### src/rtl/core_pkg.sv
// Shared core types: immediate format selector and instruction size constants.
package core_pkg;

    typedef enum logic [2:0] {
        IMM_ITYPE   = 3'd0,
        IMM_LOGICAL = 3'd1,
        IMM_STYPE   = 3'd2,
        IMM_BTYPE   = 3'd3,
        IMM_UTYPE   = 3'd4,
        IMM_JTYPE   = 3'd5,
        IMM_NONE    = 3'd7
    } imm_sel_e;

    localparam int INSTR_BYTES = 4;

endpackage

### src/rtl/imm_field_packer.sv
// Combinational immediate insertion into a base instruction word, the inverse of ID-stage extraction.
// Optional representability check enabled by IMM_RANGE_CHECK_EN.
module imm_field_packer
    import core_pkg::*;
(
    input  logic [31:0] base,
    input  logic [31:0] imm,
    input  imm_sel_e    sel,
    output logic [31:0] instr
`ifdef IMM_RANGE_CHECK_EN
    ,
    output logic        range_err
`endif
);

    always_comb begin
        instr = base;
        case (sel)
            IMM_ITYPE, IMM_LOGICAL: begin
                instr[31:20] = imm[11:0];
            end
            IMM_STYPE: begin
                instr[31:25] = imm[11:5];
                instr[11:7]  = imm[4:0];
            end
            IMM_BTYPE: begin
                instr[31]    = imm[12];
                instr[30:25] = imm[10:5];
                instr[11:8]  = imm[4:1];
                instr[7]     = imm[11];
            end
            IMM_UTYPE: begin
                instr[31:12] = imm[31:12];
            end
            IMM_JTYPE: begin
                instr[31]    = imm[20];
                instr[30:21] = imm[10:1];
                instr[20]    = imm[11];
                instr[19:12] = imm[19:12];
            end
            default: ;
        endcase
    end

`ifdef IMM_RANGE_CHECK_EN
    // Signed formats need the dropped upper bits to be a pure sign extension.
    always_comb begin
        range_err = 1'b1;
        case (sel)
            IMM_ITYPE, IMM_STYPE: range_err = !((&imm[31:11]) || !(|imm[31:11]));
            IMM_LOGICAL:          range_err = |imm[31:12];
            IMM_BTYPE:            range_err = !((&imm[31:12]) || !(|imm[31:12])) || imm[0];
            IMM_JTYPE:            range_err = !((&imm[31:20]) || !(|imm[31:20])) || imm[0];
            IMM_UTYPE:            range_err = |imm[11:0];
            default:              range_err = 1'b1;
        endcase
    end
`endif

endmodule

### src/rtl/instruction_encoder.sv
// Streams encoded instruction words with sequential IMEM byte addresses through a one-deep output register.
// IMM_RANGE_CHECK_EN adds a per-word range error flag and a saturating error counter.
module instruction_encoder
    import core_pkg::*;
#(
    parameter int                    DATA_WIDTH = 32,
    parameter int                    ADDR_WIDTH = 12,
    parameter logic [ADDR_WIDTH-1:0] BASE_ADDR  = '0,
    parameter int                    ERR_CNT_W  = 8
) (
    input  logic                  clk,
    input  logic                  rst_n,
    input  logic                  flush_i,
    input  logic                  valid_i,
    output logic                  ready_o,
    input  logic [DATA_WIDTH-1:0] base_i,
    input  logic [DATA_WIDTH-1:0] imm_i,
    input  imm_sel_e              ImmSel_i,
    output logic                  valid_o,
    input  logic                  ready_i,
    output logic [DATA_WIDTH-1:0] instr_o,
    output logic [ADDR_WIDTH-1:0] addr_o,
    output logic                  err_o,
    output logic [ERR_CNT_W-1:0]  err_cnt_o
);

    logic [DATA_WIDTH-1:0] packed_instr;
    logic                  accept;
    logic                  xfer;

    assign ready_o = !valid_o || ready_i;
    assign accept  = valid_i && ready_o && !flush_i;
    assign xfer    = valid_o && ready_i;

`ifdef IMM_RANGE_CHECK_EN
    logic packed_err;

    imm_field_packer u_packer (
        .base      (base_i),
        .imm       (imm_i),
        .sel       (ImmSel_i),
        .instr     (packed_instr),
        .range_err (packed_err)
    );
`else
    imm_field_packer u_packer (
        .base  (base_i),
        .imm   (imm_i),
        .sel   (ImmSel_i),
        .instr (packed_instr)
    );
`endif

    // Address advances on every transfer out, so a simultaneous reload already sees the next slot.
    always_ff @(posedge clk or negedge rst_n) begin
        if (!rst_n) begin
            valid_o <= 1'b0;
            instr_o <= '0;
            addr_o  <= BASE_ADDR;
        end else if (flush_i) begin
            valid_o <= 1'b0;
            instr_o <= '0;
            addr_o  <= BASE_ADDR;
        end else begin
            if (xfer) begin
                addr_o <= addr_o + ADDR_WIDTH'(INSTR_BYTES);
            end
            if (accept) begin
                valid_o <= 1'b1;
                instr_o <= packed_instr;
            end else if (xfer) begin
                valid_o <= 1'b0;
            end
        end
    end

`ifdef IMM_RANGE_CHECK_EN
    always_ff @(posedge clk or negedge rst_n) begin
        if (!rst_n) begin
            err_o     <= 1'b0;
            err_cnt_o <= '0;
        end else if (flush_i) begin
            err_o     <= 1'b0;
            err_cnt_o <= '0;
        end else begin
            if (xfer && err_o && !(&err_cnt_o)) begin
                err_cnt_o <= err_cnt_o + 1'b1;
            end
            if (accept) begin
                err_o <= packed_err;
            end else if (xfer) begin
                err_o <= 1'b0;
            end
        end
    end
`else
    assign err_o     = 1'b0;
    assign err_cnt_o = '0;
`endif

endmodule
### config.mk
export PLATFORM = sky130hd
export DESIGN_NAME = instruction_encoder
export DESIGN_NICKNAME = d
export VERILOG_FILES = /design/src/rtl/core_pkg.sv /design/src/rtl/imm_field_packer.sv /design/src/rtl/instruction_encoder.sv
export SDC_FILE = /design/constraint.sdc
export NUM_CORES = 1
export LEC_CHECK = 0
export ABC_AREA = 1
export CAP_MARGIN = 20
export CORE_MARGIN = 2
export CORE_UTILIZATION = 44
export DETAILED_ROUTE_END_ITERATION = 8
export GPL_TIMING_DRIVEN = 0
export PLACE_DENSITY = 0.9
export SLEW_MARGIN = 20
export SYNTH_ARGS = -nofsm -noshare
export SYNTH_HDL_FRONTEND = slang
export SYNTH_HIERARCHICAL = 1
export SYNTH_SLANG_ARGS = --single-unit
### constraint.sdc
create_clock -name clk -period 2.2 [get_ports clk]
set_clock_uncertainty 0.05 [all_clocks]
set_input_delay 0.44 -clock clk [delete_from_list [all_inputs] [get_ports clk]]
set_output_delay 0.44 -clock clk [all_outputs]
set_load 0.01 [all_outputs]
Word level (Yosys, flattened, before mapping)
Index checks and enable logic that the tools add are counted.
{"block": "totals", "ff_bits": 45, "out_inout_bits": 55, "in_bits": 72}
{"block": "op_classes", "mux": 11, "n_eq_ne": 5, "n_reduce_logical": 13, "addsub": 1}
{"op": "2-to-1 mux 32 bit", "n": 2}
{"op": "case mux 7 bit (4 select lines)", "n": 1}
{"op": "2-to-1 mux 12 bit", "n": 2}
{"op": "case mux 5 bit (3 select lines)", "n": 1}
{"op": "adder 12 x 3 -> 12 bit, second input constant", "n": 1}
{"op": "case mux 5 bit (2 select lines)", "n": 1}
{"op": "2-to-1 mux 8 bit", "n": 1}
{"op": "equality test 3 x 2 -> 1 bit, second input constant", "n": 2}
{"op": "equality test 3 bit, second input constant", "n": 2}
{"op": "nonzero test 2 bit", "n": 2}
{"op": "OR reduction 2 bit", "n": 2}
{"op": "equality test 3 x 1 -> 1 bit, second input constant", "n": 1}
{"op": "logical AND 1 bit", "n": 3}
{"op": "zero test 3 bit", "n": 1}
{"op": "2-to-1 mux 1 bit", "n": 3}
{"op": "nonzero test 3 bit", "n": 1}
{"op": "OR reduction 3 bit", "n": 1}
{"op": "zero test 1 bit", "n": 2}
{"op": "logical OR 1 bit", "n": 1}

Depth between registers and ports, before layout
Gate-level depths: netlist (run 1).
{"block": "depth", "depth_word": 6, "mapped_depth": 8, "ltp_nobuf": 8}

Hierarchy
The synthesis (run 1) kept the hierarchy.
{"mod": "instruction_encoder", "cells_per_inst": 235, "area_each_um2": 1984.4, "instances": 1}
{"mod": "imm_field_packer", "cells_per_inst": 118, "area_each_um2": 564.3, "instances": 1}

Worst setup path before layout (run 1)
Ideal clock, no wire load.
{"block": "synth_path", "kind": "input-to-reg", "startpoint": "in ImmSel_i[2]", "endpoint": "reg instr_o[21]", "path_stages": 7, "path_buffers": 1, "setup_ns": 0.083, "arrival_time_ns": 1.175, "required_time_ns": 2.067, "path_slack_ns": 0.893, "path_cell_list": "buf_4 > inv_4 > nor3_4 > nand2_1 > nand3_1 > inv_1 > o21ai_0"}
{"block": "synth_via", "elab_chain_len": 5, "elab_cells_between_ends": 8, "cone_classes": "eq/ne: 3; mux: 3; reduce/logical: 2"}
{"item": "start, declared", "line": "instruction_encoder.sv:18", "rtl": "input imm_sel_e ImmSel_i,"}
{"item": "equality test 3 x 1 -> 1 bit / zero test 3 bit (equally long branches)", "line": "imm_field_packer.sv:18", "rtl": "case (sel)"}
{"item": "OR reduction 2 bit", "line": "imm_field_packer.sv:18"}
{"item": "case mux 5 bit (3 select lines) *", "line": "imm_field_packer.sv:18"}
{"item": "named net packed_instr[21]", "line": "instruction_encoder.sv:27", "rtl": "logic [DATA_WIDTH-1:0] packed_instr;"}
{"item": "2-to-1 mux 32 bit *", "line": "instruction_encoder.sv:68", "rtl": "if (accept) begin"}
{"item": "2-to-1 mux 32 bit *", "line": "instruction_encoder.sv:60", "rtl": "end else if (flush_i) begin"}
{"item": "end signal, assigned", "line": "instruction_encoder.sv:70", "rtl": "instr_o <= packed_instr;"}
{"item": "end, declared", "line": "instruction_encoder.sv:21", "rtl": "output logic [DATA_WIDTH-1:0] instr_o,"}
The timed path passes the listed nets; every way through them passes the cells marked *. The select of a mux whose other input is x is not followed.
A chain may end at the register's enable or synchronous reset.

Worst setup path in the final report (run 1)
{"block": "layout_path", "startpoint": "reg valid_o", "endpoint": "out valid_o"}
{"item": "start, declared", "line": "instruction_encoder.sv:19", "rtl": "output logic valid_o,"}
{"item": "start signal, assigned", "line": "instruction_encoder.sv:57", "rtl": "valid_o <= 1'b0;"}
{"item": "start signal, assigned", "line": "instruction_encoder.sv:61", "rtl": "valid_o <= 1'b0;"}
{"item": "start signal, assigned", "line": "instruction_encoder.sv:69", "rtl": "valid_o <= 1'b1;"}
No word-level cell between the ends.

==> results.sh, run 1 <==
export IMPL_status="completed"
export IMPL_worstPathCellList="clkdlybuf4s50_1"
export IMPL_fin_crit_ns=1.814
export IMPL_synthArstFlopShare=1.000
export IMPL_layout_nets=550
export IMPL_ff2ff_setup_slack_ns=0.86
export IMPL_synth_compound_area_frac=0.08395
export IMPL_slowest_stage="clkdlybuf4s50_1"
export IMPL_r2r_end="instr_o[23]$_DFFE_PN0P_"
export IMPL_ios=127
export IMPL_p_leak_nw=1.892
export IMPL_synth_top_family_by_area="simple AND/OR/NAND/NOR gates"
export IMPL_clkTransAtPathRegs_ns=0.08
export IMPL_ys_top_cells_by_count="nand2_1, nand3_1, inv_1"
export IMPL_routabilityCongestion=0.8545
export IMPL_start_util=0.4600
export IMPL_fmax_mhz=551.2
export IMPL_hpwl_um=5565
export IMPL_ys_ff_latch=43
export IMPL_cts_setup_buffers=0
export IMPL_critPathArrivalTime_ns=1.32
export IMPL_endpoint_kind="output pin"
export IMPL_rsz0062_at_grt="false"
export IMPL_max_stage_delay_ns=0.57
export IMPL_ff2ff_path_depth=5
export IMPL_synth_mux_area_frac=0
export IMPL_die_area_um2=6418
export IMPL_clock_sinks=43
export IMPL_yosysTopAreaCellShare=0.4222
export IMPL_vias=2677
export IMPL_crit_buf_inv=1
export IMPL_port_buffers=106
export IMPL_crit_type="register to output pin"
export IMPL_area_growth_syn_to_layout_pct=50.76
export IMPL_clockRootBuffer="clkbuf_8"
export IMPL_cp_required_ns=1.71
export IMPL_crit_path_start_kind="register"
export IMPL_grt_pass1_vias=2488
export IMPL_avgSynthCellArea_um2=7.220
export IMPL_r2r_start="valid_o$_DFFE_PN0P_"
export IMPL_synth_area_leaders="dfrtp_1, nand3_1, nand2_1, inv_1, buf_4"
export IMPL_rows=27
export IMPL_synth_cell_types=23
export IMPL_syn_area_um2=2549
export IMPL_synth_xor_area_frac=0
export IMPL_setup_viol=0
export IMPL_critPathMaxFanout=4
export IMPL_utilization=0.6935
export IMPL_pre_cts_ws_ns=0.03927
export IMPL_wl_um=6973
export IMPL_worst_slack_ns=0.3859
export IMPL_max_cap_violations=0
export IMPL_via_per_inst=4.876
export IMPL_antenna_found_initial=0
export IMPL_crit_family="buffers and inverters"
export IMPL_grt_total_usage=0.2260
export IMPL_cts_tree="built"
export IMPL_drv_slew=0
export IMPL_yosys_warnings=6
export IMPL_fill_cells=479
export IMPL_synth_top_cell_by_area="dfrtp_1"
export IMPL_syn_inst=353
export IMPL_cts_buffers=5
export IMPL_synth_yosys_seq_area_share=0.4222
export IMPL_grt_pass1_wl_um=11530
export IMPL_first_pass_iters=4
export IMPL_wl_per_cell_um=12.70
export IMPL_clk_latency_ns=0.29
export IMPL_powerDensity_nw_per_um2=473.9
export IMPL_synthFlopType="dfrtp_1"
export IMPL_synth_adder_area_share=0.004909
export IMPL_antennaDiodeCount=0
export IMPL_irDropWorstVdd_mv=0.2600
export IMPL_htree_levels=2
export IMPL_overflow=0
export IMPL_drt_iter0_drc=145
export IMPL_synth_edf_count=0
export IMPL_fp_dieH_um=80.11
export IMPL_hold_viol=0
export IMPL_worstHoldPathType="input port to async pin"
export IMPL_die_w_um=80.11
export IMPL_finalCritPeriodShare=0.8246
export IMPL_drive_gt1_frac=0.1027
export IMPL_coreArea_um2=5540
export IMPL_grt_max_degree=27
export IMPL_yosysMostFrequentCell="nand2_1"
export IMPL_post_route_drc_count=0
export IMPL_ant_nets=0
export IMPL_synth_simple_gate_area_share=0.3166
export IMPL_clock_path_buffers=2
area by class of cell:
class | instances | area (um^2) | share of cell area
timing repair buffer | 107 | 1079 | 0.2807
sequential | 43 | 1076 | 0.2800
multi-input combinational | 233 | 1075 | 0.2797
buffer | 34 | 234.0 | 0.06089
inverter | 53 | 201.4 | 0.05243
tap | 72 | 90.09 | 0.02345
clock buffer | 6 | 82.58 | 0.02149
clock inverter | 1 | 5.005 | 0.001303
sequential cells by signal (all words and copies together), names as in the netlist:
| signal | count |
|---|---|
| addr_o | 10 |
| instr_o | 32 |
| valid_o | 1 |
routing by layer:
metal,up-vias,GRT usage,wire length (um)
met5,-,0,0
met4,0,0.07119,117
met3,13,0.04719,512
met2,115,0.4000,3553
met1,1209,0.2738,2789
li1,1340,-,-
what timing repair did:
item,4_1_cts,5_1_grt
resized for setup,0,1
hold buffers,0,0
setup endpoints to repair,0,1
worst max-delay path by stage:
stage                              from                 endpoint  slack, ns  cells past startpoint
global placement                  rst_n  instr_o[25]$_DFFE_PN0P_      -0.40                      1
floorplan                   ImmSel_i[2]  instr_o[21]$_DFFE_PN0P_       0.89                      7
global route        valid_o$_DFFE_PN0P_                  valid_o       0.34                      1
detailed placement              ready_i                  ready_o       0.04                      4
CTS                             ready_i                  ready_o       0.03                      4
finish              valid_o$_DFFE_PN0P_                  valid_o       0.39                      1
cells in the final DEF, fill, tap and decap left out, types with 2 or more instances in the layout:
master / synthesis / final
conb_1: 1 / 11
nor2_1: 17 / 17
dfrtp_1: 43 / 43
nand4_1: 8 / 8
o21ai_0: 31 / 31
nand2_2: 2 / 2
buf_4: 24 / 24
nand3_1: 67 / 67
o21ai_1: 5 / 5
a21oi_1: 5 / 5
inv_1: 51 / 51
buf_2: 6 / 7
clkdlybuf4s50_1: 0 / 104
nand2_1: 82 / 82
clkbuf_8: 0 / 6
buf_1: 2 / 2
cells by family (layout without fill, tap and decap cells):
logic type	Yosys count	count (layout)
buffers and inverters	87	201
adder cells (fa/ha/maj)	1	1
flip-flops	43	43
AND/OR/NAND/NOR	179	179
AO/OA/AOI/OAI	42	42
other	1	11
metrics by stage:
| step | TNS (ns) | hold slack (ns) | instances | area, um^2 | power, mW |
|---|---|---|---|---|---|
| detailed placement | 0 | 0.3540 | 542 | 3752 | 1.338 |
| finish | 0 | 0.02303 | 549 | 3842 | 1.821 |
| global placement | -16.96 | 0.4435 | 541 | 3737 | 1.322 |
| global route | 0 | 0.04784 | 549 | 3842 | 1.926 |
| floorplan | 0 | 0.09441 | 363 | 2586 | 1.073 |
| CTS | 0 | 0.03330 | 549 | 3840 | 1.837 |
power breakdown:
part | leakage [nW] | total, mW | internal (mW) | switching (mW)
sequential | 0.581 | 0.857 | 0.831 | 0.0260
combinational | 1.26 | 0.465 | 0.254 | 0.211
clock | 0.0470 | 0.499 | 0.246 | 0.253
total | 1.89 | 1.82 | 1.33 | 0.490
Power figures use the tool's default switching activity.
==> run 2, diff against run 1 <==
CORE_UTILIZATION = 37   (was 44)
PLACE_DENSITY = 0.81   (was 0.9)
clock period = 1.6 ns   (was 2.2 ns; I/O delays follow)
==> run 2 against run 1 <==
- global-route usage decreased by 3.2 points
- sequential share of layout area fell by 1.0 points
- non-clock buffer count rose by 11
- first-iteration DRC count is 44% lower
- die area up 18%
- cell area is 3.7% higher
- combinational power grew 38%
- worst setup slack got worse by 0.35 ns
- critical path type unchanged
- largest power group unchanged
==> results.sh, run 2 (same netlist as run 1, synthesis figures left out) <==
export IMPL_max_stage_delay_ns=0.55
export IMPL_fp_dieH_um=87.00
export IMPL_powerDensity_nw_per_um2=644.5
export IMPL_finalCritPeriodShare=0.9753
export IMPL_drv_slew=0
export IMPL_critPathArrivalTime_ns=1.19
export IMPL_wl_met2_um=3725
export IMPL_layout_commonest_cell="nand2_1"
export IMPL_grt_total_usage=0.1944
export IMPL_via_per_inst=4.719
export IMPL_fmax_mhz=640.8
export IMPL_coreArea_um2=6719
export IMPL_ios=127
export IMPL_cts_tree="built"
export IMPL_p_leak_nw=2.267
export IMPL_drive_gt1_frac=0.1268
export IMPL_clock_sinks=43
export IMPL_wl_per_cell_um=12.96
export IMPL_clockRootBuffer="clkbuf_8"
export IMPL_clkTransAtPathRegs_ns=0.08
export IMPL_die_area_um2=7568
export IMPL_grt_max_degree=29
export IMPL_fill_cells=609
export IMPL_hold_viol=0
export IMPL_cp_required_ns=1.23
export IMPL_irDropWorstVdd_mv=0.2896
export IMPL_drt_iter0_drc=81
export IMPL_antenna_found_initial=0
export IMPL_rsz0062_at_grt="false"
export IMPL_clk_latency_ns=0.29
export IMPL_grt_pass1_wl_um=11760
export IMPL_multi_input_area_um2=1079
export IMPL_crit_buf_inv=1
export IMPL_final_setup_tns_ns=0
export IMPL_hpwl_um=5736
export IMPL_crit_type="register to output pin"
export IMPL_grt_pass1_vias=2492
export IMPL_first_pass_iters=4
export IMPL_largestRegisters="instr_o (32), addr_o (10), valid_o (1)"
export IMPL_critPathMaxFanout=2
export IMPL_m1WireLength_um=3189
export IMPL_routed_top_layer="met4"
export IMPL_htree_levels=2
export IMPL_endpoint_kind="output pin"
export IMPL_post_route_drc_count=0
export IMPL_overflow=0
export IMPL_die_w_um=87.00
export IMPL_utilization=0.5931
export IMPL_fin_crit_ns=1.561
export IMPL_ant_nets=0
export IMPL_clock_path_buffers=2
export IMPL_vias=2685
export IMPL_setup_viol=0
export IMPL_worstPathCellList="clkdlybuf4s50_1"
export IMPL_worstHoldPathType="input port to register"
export IMPL_routabilityCongestion=0.8229
export IMPL_crit_family="buffers and inverters"
export IMPL_cts_buffers=5
export IMPL_design_area_um2=3985
export IMPL_area_growth_syn_to_layout_pct=56.36
export IMPL_worst_slack_ns=0.03944
export IMPL_pre_cts_ws_ns=-0.3067
export IMPL_rows=30
export IMPL_largest_register="instr_o"
export IMPL_power_total_mw=2.568
export IMPL_slowest_stage="clkdlybuf4s50_1"
export IMPL_crit_path_start_kind="register"
export IMPL_routed_wl_met3_um=352
export IMPL_status="completed"
export IMPL_placed_area_um2=3762
export IMPL_regArea_um2=1076
export IMPL_slew_headroom=0.6518
export IMPL_worstMarginPinSlew_ns=0.5224
export IMPL_layout_nets=561
export IMPL_max_cap_violations=0
export IMPL_largest_reg_flops=32
export IMPL_port_buffers=106
export IMPL_start_util=0.3793
export IMPL_wl_um=7372
export IMPL_antennaDiodeCount=0
export IMPL_layout_common_cells="nand2_1, clkdlybuf4s50_1, nand3_1, inv_1, dfrtp_1"
[run 2: final cells by class]
class,instances,share of cell area
Tap cell,80,0.02512
Sequential cell,43,0.2700
Clock buffer,8,0.02512
Inverter,53,0.05055
Buffer,34,0.05871
Multi-Input combinational cell,233,0.2706
Timing Repair Buffer,118,0.2998
[run 2: what timing repair did]
action                                 in CTS  in global routing
pin swaps                                   0                  1
setup buffers                               6                  4
setup endpoints to repair                  12                 29
resized for setup                           7                 21
endpoints found under the hold margin      15                  0
hold buffers                                1                  0
[run 2: per-stage QoR]
| stage | hold WS, ns | cells |
|---|---|---|
| 4_1_cts | 0.2153 | 565 |
| 5_1_grt | 0.2195 | 569 |
| 6_report | 0.2241 | 569 |
| 2_1_floorplan | -0.02559 | 363 |
| 3_5_place_dp | 0.2165 | 550 |
| 3_3_place_gp | 0.4430 | 549 |
[run 2: report_power, final]
group	internal [mW]	total, mW	switching, mW
clock	0.394	0.752	0.358
sequential	1.14	1.18	0.0333
combinational	0.344	0.641	0.297
total	1.88	2.57	0.688
[run 2: path summary, 6_finish.rpt]
path / slack, ns / endpoint / depth (start not counted) / startpoint
worst min-delay path: 0.22 / instr_o[2]$_DFFE_PN0P_ / 3 / base_i[2]
min in group asynchronous: 0.42 / addr_o[5]$_DFFE_PN0P_ / 2 / rst_n
max in group asynchronous: 0.60 / instr_o[29]$_DFFE_PN0P_ / 3 / rst_n
worst max-delay path: 0.04 / instr_o[24] / 1 / instr_o[24]$_DFFE_PN0P_
worst min register to register: 0.47 / instr_o[5]$_DFFE_PN0P_ / 2 / instr_o[5]$_DFFE_PN0P_
worst max register to register: 0.34 / addr_o[8]$_DFFE_PN0P_ / 8 / addr_o[3]$_DFFE_PN0P_
[run 2: worst register-to-register path, delay by kind of cell, from the launching register on]
kind	cells	cell delay (ns)
adder cells (fa/ha/maj)	1	0.19
buffers and inverters	1	0.03
flip-flops	1	0.41
AND/OR/NAND/NOR	6	0.48
[run 2: per-layer routing]
| metal | up-vias | GRT usage |
|---|---|---|
| li1 | 1368 | - |
| met4 | 0 | 0.07670 |
| met5 | - | 0 |
| met3 | 6 | 0.02654 |
| met2 | 80 | 0.3366 |
| met1 | 1231 | 0.2438 |
==> run 3, diff against run 2 <==
ABC_CLOCK_PERIOD_IN_PS = 1600   (was default)
==> results of run 3 <==
No change in the layout: final DEF, timing and power equal those of run 2.
